[src/rtl/bat_amateur_pkg.sv]
// Shared definitions for the boot loader: FSM state encoding and RAM read/write strobe values.
package bat_amateur_pkg;

  typedef enum logic [2:0] {
    ST_IDLE    = 3'd0,
    ST_LOAD    = 3'd1,
    ST_DRAIN   = 3'd2,
    ST_RELEASE = 3'd3,
    ST_RUN     = 3'd4
  } boot_state_e;

  // RAM_RW polarity: high reads, low writes.
  localparam logic RAM_RW_READ  = 1'b1;
  localparam logic RAM_RW_WRITE = 1'b0;

  localparam int WORD_WIDTH = 16;

  // The CPU owns the RAM port only once the loader has released it.
  function automatic logic cpu_owns_ram(input boot_state_e s);
    return (s == ST_RUN);
  endfunction

endpackage

[src/rtl/boot_loader_ctrl_ram_port_mux.sv]
// RAM port selector: the registered loader write path while loading, the CPU strobes
// (purely combinational) once the program is running.
module ram_port_mux #(
  parameter int ADDRESS_WIDTH = 16
) (
  input  logic                     sel_cpu,
  input  logic                     ld_en,
  input  logic                     ld_rw,
  input  logic [ADDRESS_WIDTH-1:0] ld_address,
  input  logic [15:0]              ld_wdata,
  input  logic                     cpu_en,
  input  logic                     cpu_rw,
  input  logic [ADDRESS_WIDTH-1:0] cpu_address,
  input  logic [15:0]              cpu_wdata,
  output logic                     ram_en,
  output logic                     ram_rw,
  output logic [ADDRESS_WIDTH-1:0] ram_address,
  output logic [15:0]              ram_wdata
);

  always_comb begin
    ram_en      = ld_en;
    ram_rw      = ld_rw;
    ram_address = ld_address;
    ram_wdata   = ld_wdata;
    if (sel_cpu) begin
      ram_en      = cpu_en;
      ram_rw      = cpu_rw;
      ram_address = cpu_address;
      ram_wdata   = cpu_wdata;
    end
  end

endmodule

[src/rtl/boot_loader_ctrl.sv]
// Boot loader: streams program words into RAM while holding the CPU in reset, then hands
// the RAM port to the CPU. Optional running checksum enabled by BOOT_LOADER_CHECKSUM_EN.
module boot_loader_ctrl
  import bat_amateur_pkg::*;
#(
  parameter int ADDRESS_WIDTH  = 16,
  parameter int RELEASE_CYCLES = 2
) (
  input  logic                     clk,
  input  logic                     reset,
  input  logic                     start,
  input  logic [ADDRESS_WIDTH-1:0] ld_base,
  input  logic                     ld_valid,
  output logic                     ld_ready,
  input  logic                     ld_last,
  input  logic [15:0]              ld_data,
  input  logic                     cpu_ram_en,
  input  logic                     cpu_ram_rw,
  input  logic [ADDRESS_WIDTH-1:0] cpu_address,
  input  logic [15:0]              cpu_wdata,
  output logic                     ram_en,
  output logic                     ram_rw,
  output logic [ADDRESS_WIDTH-1:0] ram_address,
  output logic [15:0]              ram_wdata,
  output logic                     halt,
  output logic                     cpu_reset,
  output logic                     done,
  output logic [ADDRESS_WIDTH-1:0] word_count,
`ifdef BOOT_LOADER_CHECKSUM_EN
  output logic [15:0]              checksum,
`endif
  output logic                     wrap
);

  // RELEASE_CYCLES is expected to be at least 1.
  localparam logic [15:0] REL_LAST = 16'(RELEASE_CYCLES - 1);

  boot_state_e state_reg, state_next;

  logic [ADDRESS_WIDTH-1:0] addr_reg;
  logic [ADDRESS_WIDTH-1:0] word_count_reg;
  logic                     wrap_reg;
  logic [15:0]              rel_cnt_reg;

  logic                     wr_en_reg;
  logic                     wr_rw_reg;
  logic [ADDRESS_WIDTH-1:0] wr_addr_reg;
  logic [15:0]              wr_data_reg;

  logic accept;
  logic load_begin;

  assign accept     = ld_valid && ld_ready;
  assign load_begin = (state_reg == ST_IDLE) && start;

  always_ff @(posedge clk) begin
    if (reset) begin
      state_reg <= ST_IDLE;
    end else begin
      state_reg <= state_next;
    end
  end

  always_comb begin
    state_next = state_reg;
    halt       = 1'b1;
    cpu_reset  = 1'b1;
    ld_ready   = 1'b0;
    done       = 1'b0;
    case (state_reg)
      ST_IDLE: begin
        if (start) state_next = ST_LOAD;
      end
      ST_LOAD: begin
        ld_ready = 1'b1;
        if (ld_valid && ld_last) state_next = ST_DRAIN;
      end
      ST_DRAIN: begin
        state_next = ST_RELEASE;
      end
      ST_RELEASE: begin
        if (rel_cnt_reg == REL_LAST) state_next = ST_RUN;
      end
      ST_RUN: begin
        halt      = 1'b0;
        cpu_reset = 1'b0;
        done      = 1'b1;
      end
      default: begin
        state_next = ST_IDLE;
      end
    endcase
  end

  always_ff @(posedge clk) begin
    if (reset || state_reg != ST_RELEASE) begin
      rel_cnt_reg <= '0;
    end else begin
      rel_cnt_reg <= rel_cnt_reg + 16'd1;
    end
  end

  // Each accepted word becomes a one-cycle write on the following cycle; idle cycles
  // drop RAM_EN rather than repeating the last word.
  always_ff @(posedge clk) begin
    if (reset) begin
      addr_reg       <= '0;
      word_count_reg <= '0;
      wrap_reg       <= 1'b0;
      wr_en_reg      <= 1'b0;
      wr_rw_reg      <= RAM_RW_READ;
      wr_addr_reg    <= '0;
      wr_data_reg    <= '0;
    end else begin
      wr_en_reg <= accept;
      wr_rw_reg <= accept ? RAM_RW_WRITE : RAM_RW_READ;
      if (accept) begin
        wr_addr_reg    <= addr_reg;
        wr_data_reg    <= ld_data;
        addr_reg       <= addr_reg + 1'b1;
        word_count_reg <= word_count_reg + 1'b1;
        if (&addr_reg) wrap_reg <= 1'b1;
      end
      if (load_begin) begin
        addr_reg       <= ld_base;
        word_count_reg <= '0;
        wrap_reg       <= 1'b0;
      end
    end
  end

`ifdef BOOT_LOADER_CHECKSUM_EN
  logic [15:0] checksum_reg;

  always_ff @(posedge clk) begin
    if (reset || load_begin) begin
      checksum_reg <= '0;
    end else if (accept) begin
      checksum_reg <= checksum_reg + ld_data;
    end
  end

  assign checksum = checksum_reg;
`endif

  assign word_count = word_count_reg;
  assign wrap       = wrap_reg;

  ram_port_mux #(
    .ADDRESS_WIDTH(ADDRESS_WIDTH)
  ) u_ram_port_mux (
    .sel_cpu     (cpu_owns_ram(state_reg)),
    .ld_en       (wr_en_reg),
    .ld_rw       (wr_rw_reg),
    .ld_address  (wr_addr_reg),
    .ld_wdata    (wr_data_reg),
    .cpu_en      (cpu_ram_en),
    .cpu_rw      (cpu_ram_rw),
    .cpu_address (cpu_address),
    .cpu_wdata   (cpu_wdata),
    .ram_en      (ram_en),
    .ram_rw      (ram_rw),
    .ram_address (ram_address),
    .ram_wdata   (ram_wdata)
  );

endmodule

[config.mk]
export PLATFORM = sky130hd
export DESIGN_NAME = boot_loader_ctrl
export DESIGN_NICKNAME = d
export VERILOG_FILES = /design/src/rtl/bat_amateur_pkg.sv /design/src/rtl/boot_loader_ctrl_ram_port_mux.sv /design/src/rtl/boot_loader_ctrl.sv
export SDC_FILE = /design/constraint.sdc
export NUM_CORES = 1
export LEC_CHECK = 0
export ABC_AREA = 1
export CAP_MARGIN = 30
export CORE_ASPECT_RATIO = 0.8
export CORE_MARGIN = 2
export CORE_UTILIZATION = 38
export DETAILED_ROUTE_END_ITERATION = 8
export DONT_BUFFER_PORTS = 1
export HOLD_SLACK_MARGIN = 0.1
export SLEW_MARGIN = 20
export SYNTH_ARGS = -nofsm -noshare
export SYNTH_HDL_FRONTEND = slang
export SYNTH_SLANG_ARGS = --single-unit
[constraint.sdc]
create_clock -name clk -period 4.3 [get_ports clk]
set_input_delay 0.645 -clock clk [delete_from_list [all_inputs] [get_ports clk]]
set_output_delay 0.645 -clock clk [all_outputs]
set_load 0.03 [all_outputs]
# --- Word level (Yosys, flattened, before mapping) ---
# Index checks and enable logic that the tools add are counted.
op_classes:
  add_sub_neg: 3
  n_eq_ne: 9
  mux: 14
  bitwise_logic: 1
  n_reduce_logical: 9
op_table:
  columns: ["cell", "n"]
  rows:
  - ["16-bit two-way mux", 4]
  - ["16-bit by 1-bit adder with 16-bit output (second input constant)", 3]
  - ["17-bit AND reduction", 1]
  - ["16-bit by 1-bit == test with 1-bit output (second input constant)", 1]
  - ["3-bit one-hot mux with 5 select lines", 1]
  - ["3-bit two-way mux", 3]
  - ["3-bit by 2-bit == test with 1-bit output (second input constant)", 2]
  - ["1-bit two-way mux", 6]
  - ["2-bit != test (second input constant)", 3]
  - ["4-bit AND reduction", 1]
  - ["3-bit by 1-bit == test with 1-bit output (second input constant)", 1]
  - ["3-bit == test (second input constant)", 1]
  - ["1-bit logical AND", 3]
  - ["3-bit zero test", 1]
  - ["3-bit by 2-bit != test with 1-bit output (second input constant)", 1]
  - ["2-bit nonzero test", 1]
  - ["2-bit OR reduction", 1]
  - ["1-bit logical OR", 1]
  - ["1-bit inverter", 1]
word_totals:
  ff_bits: 86
  input_bits: 71
  out_inout_bits: 55
  elab_cells: 45

# --- Logic depth before layout (Yosys ltp) ---
depth:
  depth_word: 5
  mapped_depth: 10
  depth_no_buf: 9

# --- Modules after synthesis ---
# A second synthesis with hierarchy kept.
hier_totals:
  cells_unflattened: 708
  hier_area_um2: 4625.7
modules_own_cells:
  columns: ["mod", "n_inst", "cells_per_inst", "area_each_um2", "seq_area_each_um2"]
  rows:
  - ["boot_loader_ctrl", 1, 598, 4131.5, 1721.7]
  - ["ram_port_mux", 1, 110, 494.2, 0.0]

# --- Worst setup path after synthesis ---
# Ideal clock, no wire load.
synth_timing:
  path_type: "reg-to-output"
  startpoint: "register state_reg[0]"
  endpoint: "output port ram_wdata[10]"
  arrival_ps: 1634
  required_ps: 3655
  slack_ps: 2021
  path_stages_with_launch: 7
  path_buffers: 2
  cell_sequence: "dfxtp_1 nor2_2 inv_1 nor2_2 buf_4 buf_4 o21ai_0"
synth_via:
  elab_chain_cells: 2
synth_rtl:
  columns: ["item", "line_no", "text"]
  rows:
  - ["start: declaration", "boot_loader_ctrl.sv:38", "boot_state_e state_reg, state_next;"]
  - ["start signal: assignment", "boot_loader_ctrl.sv:60", "state_reg <= state_next;"]
  - ["3-bit == test", "bat_amateur_pkg.sv:20", "return (s == ST_RUN);"]
  - ["16-bit two-way mux", "boot_loader_ctrl_ram_port_mux.sv:26", "if (sel_cpu) begin"]
  - ["end: declaration", "boot_loader_ctrl.sv:24", "output logic [15:0] ram_wdata,"]
# Every way passes these cells.

# --- Worst setup path in the final report ---
layout_timing:
  startpoint: "register state_reg[0]"
  endpoint: "output port ram_rw"
layout_via:
  elab_chain_cells: 2
layout_rtl:
  columns: ["item", "line_no", "text"]
  rows:
  - ["3-bit == test", "bat_amateur_pkg.sv:20", null]
  - ["1-bit two-way mux", "boot_loader_ctrl_ram_port_mux.sv:26", null]
  - ["end: declaration", "boot_loader_ctrl.sv:22", "output logic ram_rw,"]
# Every way passes these cells.

==> impl_summary.md <==
Cells and area
For this run, the number of standard cells in the final layout without fillers is 816. In the final design database the tool counted around 740 nets. The area growth from synthesis to layout is 9.87%. Of the cells placed in the final design, the portion with a size suffix greater than 1 is just under 7%. The repair_antennas step left the layout with diodes totalling 0.

The core utilization of the finished layout is 42.7%.

Logic synthesis
Counting instances in the post-synthesis netlist gives the leading cell types as sky130_fd_sc_hd__nand2_1, sky130_fd_sc_hd__inv_1, sky130_fd_sc_hd__dfxtp_1. The average instance area after synthesis is 6.64 µm². Sequential elements use between 30 and 40% of the synthesized area. The count of flip-flops with a built-in enable after synthesis is 0.

Sorting the synthesized cells by area gives the leading types as sky130_fd_sc_hd__dfxtp_1, sky130_fd_sc_hd__nand2_1, sky130_fd_sc_hd__inv_1, sky130_fd_sc_hd__o21ai_0, sky130_fd_sc_hd__nand3_1. Synthesis produced a netlist with a net count of around 750. The library cell with the highest instance count after synthesis is sky130_fd_sc_hd__nand2_1. The number of instances in the synthesized netlist is roughly 670. The leading area contributor after synthesis is sky130_fd_sc_hd__dfxtp_1. After synthesis, the largest area contributor takes up 38.6% of total cell area.

The number of different library cells used by synthesis comes to 37. The count of warnings emitted by yosys is 0. The fraction of registers with async set/reset is 0%. The commonest register cell after synthesis is sky130_fd_sc_hd__dfxtp_1. The post-synthesis instance area is 0.00446 mm². In this run, synthesis produced a sequential element count of between 80 and 90.

Clock tree
The number of setup buffers added after CTS is 0. The hold buffer count at cts is 0. The number of buffers inserted during clock tree synthesis is 9. The H-tree level count is 3.

In this run the deepest clock path goes through 2 buffers. The total clock sinks is between 80 and 90. The total of cells resized after clock tree synthesis is 0. The clock tree from TritonCTS is done. The tree is rooted in a sky130_fd_sc_hd__clkbuf_16. The later pin in the worst-skew pair is clocked with a latency of about 0.33 ns.

After clock tree synthesis, the clock-pin slew on the worst setup and hold paths is roughly 0.06 ns.

Route
The detailed route wirelength on metal2 is 5.04 mm. In the routed design, unresolved DRC markers number 0. After the first detailed-routing iteration, the DRC count stood at approximately 280. The uppermost layer routed is met4. The met3 wire length is about 670 µm. The total number of vias is 4061.

In this run the remaining antenna-violating nets after routing total 0. The average wire per cell in the routed design is roughly 13 µm. The post-route met1 wirelength is 5.04 mm. The mean number of vias per cell is 4.98. The first detailed-routing pass took 4 iterations.

After detailed routing, the total wire length is 10.8 mm.

Worst setup path
The category of the worst setup path launch point is a flop. The worst setup path is of the flop to output port kind. The number of cells on the worst reg-to-reg path is 6. For the worst setup path, the data required time is 3.65 ns. The worst setup path is captured at an output port.

The endpoint arrival time on the critical path is 2.40 ns. The critical-path maximum fanout is 35.

Die
In this run the count of I/O pins placed on the die edge is 126. The die extent in y is around 100 µm. The floorplan step defined a die boundary enclosing roughly 0.013 mm².

The number of standard-cell rows in the floorplan is 35. The floorplan core area is 0.0115 mm². Once the floorplan was initialized, standard cells occupied between 30% and 40% of the core. In this run the horizontal extent of the chip is around 130 µm.

Timing
The worst setup skew after layout is 0.00551 ns. Setup violations remaining at the end of the flow were counted as 0. After layout, the worst path uses 70.9% of the clock period.

The remaining max-slew budget at the tightest pin is ~34%. The transition time at the pin with the least slew margin is between 0.9 and 1 ns. The final hold slack is approximately 0.37 ns. The clock period could shrink to a little over 3 ns. The peak clock frequency supported by timing is between 0.3 and 0.4 GHz. The number of slew-limit violations in the final report came to 0. Adding up every negative setup slack in the final design gives 0 ns. Setup repair after global routing left no endpoint under its margin.

The count of endpoints failing hold in the final timing report is 0.

Placed design
The wire-length estimate of the detail-placed layout is between 8 and 9 mm. The total instance count after detailed placement is between 700 and 800. The count of buffers inserted at the top-level ports is 0. At the end of routability-driven placement, the weighted congestion stood at 0.859.

Power and ir drop
In this run switching power makes up 30.3% of total power. The cell-internal power is roughly 0.0015 W. The total power density per cell area is 452 mW/mm². The share of total power dissipated in combinational logic is 18.2%. The analysis attributes to cell leakage a power of about 1.8 nW. The proportion of power drawn by flip-flops and latches is 40.6%. The overall power after layout is roughly 0.0022 W. The switching component of the power is approximately 0.00067 W.

The proportion of power drawn by the clock network is slightly above 40%. The maximum vdd ir drop is between 0.00015 and 0.0002 V.

Status
The flow ran to the end, and the final reports show no timing, DRC or antenna violations.

Job
Across the run, the number of max-cap violations was 0.

GRT
The global-route wire length before repair is approximately 18 mm. The number of global-route vias before repair is between 3k and 4k. Entering global routing, the biggest net connects 67 pins. The global-route congestion overflow total is 0.

The initial antenna violation count is 0. For this run, the total global-route usage over all layers was measured as 17.0%.

Hold path
Counting instances, the worst hold path has a depth of 1. The path category of the worst min-delay check is input pin to flop.
path summary, 6_finish.rpt:
path                                  endpoint            from  slack, ns
worst min register to register  wr_addr_reg[8]  wr_addr_reg[8]       0.47
worst max register to register    state_reg[2]    state_reg[0]       2.17
worst min-delay path               addr_reg[1]           reset       0.37
worst max-delay path                    ram_rw    state_reg[0]       1.25
layer usage:
metal | global-route usage, % | vias up
met1 | 21.8 | 1826
li1 | - | 2124
met2 | 27.9 | 103
met5 | 0 | -
met4 | 4.87 | 0
met3 | 5.15 | 8
cell usage in the layout, fill, tap and decap left out, types with 2 or more instances in the layout:
cell type,netlist,final
sky130_fd_sc_hd__clkbuf_16,0,9
sky130_fd_sc_hd__nand2_4,2,2
sky130_fd_sc_hd__dfxtp_1,86,86
sky130_fd_sc_hd__inv_2,6,6
sky130_fd_sc_hd__nor3b_1,2,2
sky130_fd_sc_hd__inv_6,0,2
sky130_fd_sc_hd__nand3_1,47,47
sky130_fd_sc_hd__or2_0,3,3
sky130_fd_sc_hd__nor2_2,3,2
sky130_fd_sc_hd__nor3_1,10,10
sky130_fd_sc_hd__nor2_1,52,52
sky130_fd_sc_hd__o21a_1,3,3
sky130_fd_sc_hd__inv_1,97,97
sky130_fd_sc_hd__xor2_1,3,3
sky130_fd_sc_hd__ha_1,4,4
sky130_fd_sc_hd__xnor2_1,2,2
sky130_fd_sc_hd__o21ai_2,3,3
sky130_fd_sc_hd__or2_2,2,2
sky130_fd_sc_hd__a31oi_1,4,4
sky130_fd_sc_hd__nand4_1,8,8
sky130_fd_sc_hd__nand2_2,4,4
sky130_fd_sc_hd__a21oi_1,42,42
sky130_fd_sc_hd__o22ai_1,11,11
sky130_fd_sc_hd__nand3_2,2,2
sky130_fd_sc_hd__nand2_1,174,174
sky130_fd_sc_hd__o21ai_0,72,72
sky130_fd_sc_hd__bufinv_16,0,3
critical path, cell delays in order, from the launching register on:
cell	delay, ns
sky130_fd_sc_hd__dfxtp_1	0.36
sky130_fd_sc_hd__nor2_2	0.18
sky130_fd_sc_hd__inv_1	0.10
sky130_fd_sc_hd__nor2_4	0.51
sky130_fd_sc_hd__buf_16	0.24
sky130_fd_sc_hd__inv_1	0.30
sky130_fd_sc_hd__nand2_1	0.16
sky130_fd_sc_hd__nand2_1	0.20
through the flow:
stage	worst slack (ns)	instance area (µm²)
floorplan	2.02	4460
global placement	1.28	4510
detailed placement	1.10	4510
CTS	0.719	4860
global route	1.11	4900
finish	1.25	4900
cell families after synthesis:
kind of cell | share of synthesized area (%)
flops | 38.6
xor+xnor | 0.982
simple gates | 30.8
buf+inv | 12.2
fa+ha+maj | 1.12
compound gates | 16.3
cell type report:
type	instances	area, µm²
clock buffers	10	239
clock inverters	6	116
fillers	1200	6570
inverters	104	393
multi-input cells	459	2200
flip-flops and latches	86	1720
well taps	148	185
repair buffers	3	46.3
power by group through the flow:
stage               logic [W]  clock network [W]  registers, W
floorplan            0.000358                  0      0.000904
global placement     0.000393                  0      0.000914
detailed placement   0.000399                  0      0.000917
CTS                  0.000400           0.000934      0.000899
global route         0.000450           0.000961      0.000908
finish               0.000402           0.000914      0.000900
Power figures use the tool's default switching activity.
